**config.mk**
```make
export PLATFORM = sky130hd
export DESIGN_NAME = psum_mux_acc
export DESIGN_NICKNAME = d
export VERILOG_FILES = /design/src/rtl/psum_mux_acc.sv
export SDC_FILE = /design/constraint.sdc
export NUM_CORES = 1
export LEC_CHECK = 0
export CAP_MARGIN = 25
export CORE_MARGIN = 1.5
export CORE_UTILIZATION = 57
export CTS_BUF_LIST = sky130_fd_sc_hd__clkbuf_4
export CTS_CLUSTER_SIZE = 20
export DETAILED_ROUTE_END_ITERATION = 8
export GPL_ROUTABILITY_DRIVEN = 1
export PLACE_DENSITY_LB_ADDON = 0.1
export SLEW_MARGIN = 15
export SYNTH_ARGS = -nofsm -noshare
export SYNTH_HDL_FRONTEND = slang
export SYNTH_SLANG_ARGS = --single-unit
export TNS_END_PERCENT = 20
```
**constraint.sdc**
```tcl
create_clock -name clk -period 5 [get_ports clk]
set_input_delay 0.5 -clock clk [delete_from_list [all_inputs] [get_ports clk]]
set_output_delay 0.5 -clock clk [all_outputs]
set_load 0.005 [all_outputs]
```
**src/rtl/psum_mux_acc.sv**
```systemverilog
// psum_mux_acc: round-robin MAC psum arbiter feeding a row-wide accumulating psum register file.
// Optional PSUM_SAT_EN: saturating accumulate plus sticky MUXPEB_Ovf status.
module psum_mux_acc #(
  parameter int NUM_MAC    = 3,
  parameter int PSUM_WIDTH = 24,
  parameter int ADDR_WIDTH = 5,
  parameter int ROW_LEN    = 16
) (
  input  logic                             clk,
  input  logic                             rst_n,
  input  logic [NUM_MAC-1:0]               MACMUX_Val,
  input  logic [NUM_MAC*ADDR_WIDTH-1:0]    MACMUX_Addr,
  input  logic [NUM_MAC*PSUM_WIDTH-1:0]    MACMUX_Psum,
  output logic [NUM_MAC-1:0]               MUXMAC_Rdy,
  input  logic                             PEBMUX_Clr,
  input  logic                             PEBMUX_RdEn,
  input  logic [ADDR_WIDTH-1:0]            PEBMUX_RdAddr,
  output logic                             MUXPEB_RdVal,
  output logic [PSUM_WIDTH-1:0]            MUXPEB_RdPsum,
`ifdef PSUM_SAT_EN
  output logic                             MUXPEB_Ovf,
`endif
  output logic                             MUXPEB_Idle
);
  localparam int RW = NUM_MAC > 1 ? $clog2(NUM_MAC) : 1;
  localparam int LW = ROW_LEN > 1 ? $clog2(ROW_LEN) : 1;
  localparam int PW = PSUM_WIDTH;
  localparam int AW = ADDR_WIDTH;
  localparam logic [AW:0] ROW_LIM = (AW+1)'(ROW_LEN);
  logic [RW-1:0]      rr_q, rr_d;
  logic               pv_q;
  logic [AW-1:0]      pa_q, pa_d;
  logic [PW-1:0]      pp_q, pp_d;
  logic [ROW_LEN-1:0] vld_q;
  logic [PW-1:0]      ent_q [ROW_LEN];
  logic               xfer, wr, rd_in;
  logic [LW-1:0]      wi, ri;
  logic [PW-1:0]      old, sum, res;
  int                 j;
  always_comb begin
    MUXMAC_Rdy = '0;
    rr_d = rr_q;
    pa_d = pa_q;
    pp_d = pp_q;
    xfer = 1'b0;
    j = 0;
    for (int k = 0; k < NUM_MAC; k++) begin
      j = (int'(rr_q) + k) % NUM_MAC;
      if (!xfer && !PEBMUX_Clr && MACMUX_Val[j]) begin
        MUXMAC_Rdy[j] = 1'b1;
        xfer = 1'b1;
        rr_d = RW'((j + 1) % NUM_MAC);
        pa_d = MACMUX_Addr[j*AW +: AW];
        pp_d = MACMUX_Psum[j*PW +: PW];
      end
    end
  end
  assign wi    = pa_q[LW-1:0];
  assign wr    = pv_q && ({1'b0, pa_q} < ROW_LIM);
  assign old   = vld_q[wi] ? ent_q[wi] : '0;
  assign sum   = old + pp_q;
  assign ri    = PEBMUX_RdAddr[LW-1:0];
  assign rd_in = {1'b0, PEBMUX_RdAddr} < ROW_LIM;
  assign MUXPEB_Idle = ~|MACMUX_Val && ~pv_q;
`ifdef PSUM_SAT_EN
  logic ovf;
  // Signed overflow only when both operands share a sign the result lost; clamp toward that sign.
  assign ovf = (old[PW-1] == pp_q[PW-1]) && (sum[PW-1] != old[PW-1]);
  assign res = ovf ? {old[PW-1], {(PW-1){~old[PW-1]}}} : sum;
`else
  assign res = sum;
`endif
  always_ff @(posedge clk or negedge rst_n) begin
    if (!rst_n) begin
      rr_q          <= '0;
      pv_q          <= 1'b0;
      pa_q          <= '0;
      pp_q          <= '0;
      vld_q         <= '0;
      MUXPEB_RdVal  <= 1'b0;
      MUXPEB_RdPsum <= '0;
`ifdef PSUM_SAT_EN
      MUXPEB_Ovf    <= 1'b0;
`endif
    end else begin
      rr_q          <= rr_d;
      pa_q          <= pa_d;
      pp_q          <= pp_d;
      pv_q          <= xfer;
      vld_q         <= PEBMUX_Clr ? '0 : wr ? vld_q | (ROW_LEN'(1) << wi) : vld_q;
      MUXPEB_RdVal  <= PEBMUX_RdEn;
      MUXPEB_RdPsum <= (rd_in && vld_q[ri]) ? ent_q[ri] : '0;
`ifdef PSUM_SAT_EN
      MUXPEB_Ovf    <= !PEBMUX_Clr && (MUXPEB_Ovf || (wr && ovf));
`endif
    end
  end
  // Entry data needs no reset: the valid bits mask it.
  always_ff @(posedge clk) begin
    if (wr) ent_q[wi] <= res;
  end
endmodule

```
==> results.yml <==
global_routing:
  grt_pass1_wl_um: 97900
  grt_max_degree: 65
  grt.total_usage: 0.305
  grt_overflow: 0
  grt_pass1_vias: 16000
  antenna_found_initial: 2
detailed_routing:
  dr.pass1.iters: 5
  wl_per_cell_um: 27.2
  antenna_left: 0
  viasPerCell: 6.54
  remaining_drc_errors: 0
  vias: 15600
  drt-total-wl_um: 65000
  drt-initial-drc-count: 1686
yosys:
  yosysSeqAreaShare: 0.553
  syn_area_um2: 24200
  synth.top_cell.area_share: 0.477
  synth_edf_count: 384
  ys_ff_latch: 457
  synth_cell_types: 77
  async_flop_share: 0.160
  synth.area.top_cells: "edfxtp_1, mux4_2, dfrtp_1, ha_1, mux2i_1"
  synth_warnings: 0
  syn-instance-count: 1514
  synth_fp_nets: 1665
  synth_ff_type: "edfxtp_1"
  avgSynthCellArea_um2: 16.0
  yosysTopAreaCell: "edfxtp_1"
timing:
  setup_viol: 0
  tightest_slew_ps: 1050
  finalCritPeriodShare: 0.958
  finalCriticalPeriod_ps: 4790
  rsz0062_at_grt: "true"
  fin_skew_ps: 79.3
  clock.fmax_mhz: 209
  fin_setup_tns_ps: 0
  final.setup.worst_slack_ps: 211
  drv_slew: 0
  hold_viol: 0
  slew_headroom: 0.300
worst_setup_path:
  cp.required_ps: 5570
  path_max_fanout: 16
  rr_worst_depth: 16
  endpoint_kind: "flip-flop"
  crit_path_start_kind: "flip-flop"
  arrival_ps: 5360
  r2r_slack_ps: 210
  crit_type: "flip-flop to flip-flop"
power:
  cellLeakagePower_uw: 0.00998
  power_uw: 19400
  ir_drop_v: 0.000483
  powerDensity_nw_per_um2: 687
clock_tree:
  cts_num_sinks: 457
  cts.reportedPaths.clkPinSlew_ps: 60
  clk_latency_ps: 930
  clock_tree.buffer_depth: 3
  cts_buffers: 112
  root_buffer: "clkbuf_4"
  h-tree-depth: 3
  cts_tree: "built"
die:
  initial_core_util: 0.577
  fp.dieH_um: 209
  row_count: 75
  fp.coreArea_um2: 41900
  die_w_um: 209
  fp.dieArea_um2: 43600
  boundaryPins: 128
final_layout:
  final_nets: 1904
  layout_common_cells: "edfxtp_1, mux4_2, clkbuf_4"
  areaGrowthSynthToFinish_pct: 16.7
  drive_gt1_frac: 0.318
  final_common_cell: "edfxtp_1"
flow_run:
  maxCapViolCount: 0
placed_design:
  gp_congestion: 0.918
  io_buffer_count: 127
  pre_cts_slack_ps: -78.0
  dp_hpwl_um: 41500
run_status:
  status: "finished clean"
worst_hold_path:
  min_path_cells: 1
  hold_class: "input port to flip-flop"
cells in the mapped netlist (all sizes together), types with 12 or more instances:
cell type and instances:
and3 12, a21oi 27, clkbuf 49, mux4 248, buf 53, nor2 79, nor3 17, ha 47
inv 33, nor2b 52, dfrtp 73, xnor2 24, a22oi 12, mux2i 60, o21ai 39, nand3 20
edfxtp 384, nand2 119, a221o 14
where the power goes:
part | switching (uW) | internal (uW)
clock network | 1520 | 1610
logic | 5680 | 4040
registers | 391 | 6110
through the flow:
stage	utilization	hold slack, ps	area, um2	cells
detailed placement	0.634	517	26500	2170
finish	0.674	83.7	28200	2386
CTS	0.670	36.6	28000	2376
global route	0.674	28.4	28200	2386
floorplan	-	204	24200	1514
global placement	0.633	500	26500	2168
per-layer routing:
metal,up-vias,global-route usage,part of all wire
li1,6711,-,-
met1,7934,0.427,0.40
met2,835,0.496,0.49
met3,113,0.0588,0.086
met4,2,0.0880,0.024
met5,-,0,0.00020
registers in the layout (all words and copies together), names as in the netlist:
name           flops
ent_q            384
pp_q              24
pa_q               5
vld_q             16
pv_q               1
MUXPEB_RdPsum     24
rr_q               2
MUXPEB_RdVal       1
layout make-up:
type / count / area, um2
antenna: 3 / 7.51
clock buffer: 163 / 1220
clock inverter: 42 / 250
fill: 2935 / 13700
inverter: 34 / 128
multi-input combinational: 921 / 10400
sequential: 457 / 13400
tap: 539 / 674
timing repair buffer: 227 / 2100
worst max-delay path, cell delays in order (launching register included):
cell      delay, ps
dfrtp_4         470
buf_12          160
buf_12          190
mux4_2          520
mux4_2          510
nor2b_1         160
ha_1            250
a211oi_1        360
nor2_1          130
nor4_2          220
a311oi_1        140
buf_4           170
o31a_1          310
a41oi_1         270
nand2b_1         90
a21oi_1         230
xnor2_2         300
worst paths after layout:
check / from / to
max: pa_q[0] / ent_q[11][23]
min: PEBMUX_RdEn / MUXPEB_RdVal
max reg2reg: pa_q[0] / ent_q[11][23]
min reg2reg: vld_q[12] / vld_q[12]
max in group asynchronous: rst_n / MUXPEB_RdPsum[8]
min in group asynchronous: rst_n / MUXPEB_RdPsum[21]
timing repair:
action | CTS | global route
hold endpoints to repair | 32 | 0
gates resized for setup | 2 | 7
hold buffers | 1 | 0
setup endpoints to repair | 32 | 34
buffers inserted | 0 | 2
pin swaps | 0 | 3
logic make-up (layout without fill, tap and decap cells):
group           count (synthesis)  count (layout)  synth area share
compound gates                197             197            0.0604
xor+xnor                       28              28            0.0102
fa+ha+maj                      52              52            0.0285
buf+inv                       136             466            0.0237
flops                         457             457             0.553
mux                           310             310             0.258
other cells                     0               3                 0
simple gates                  334             334            0.0660
Note: power is estimated with default switching activity, not from simulation.
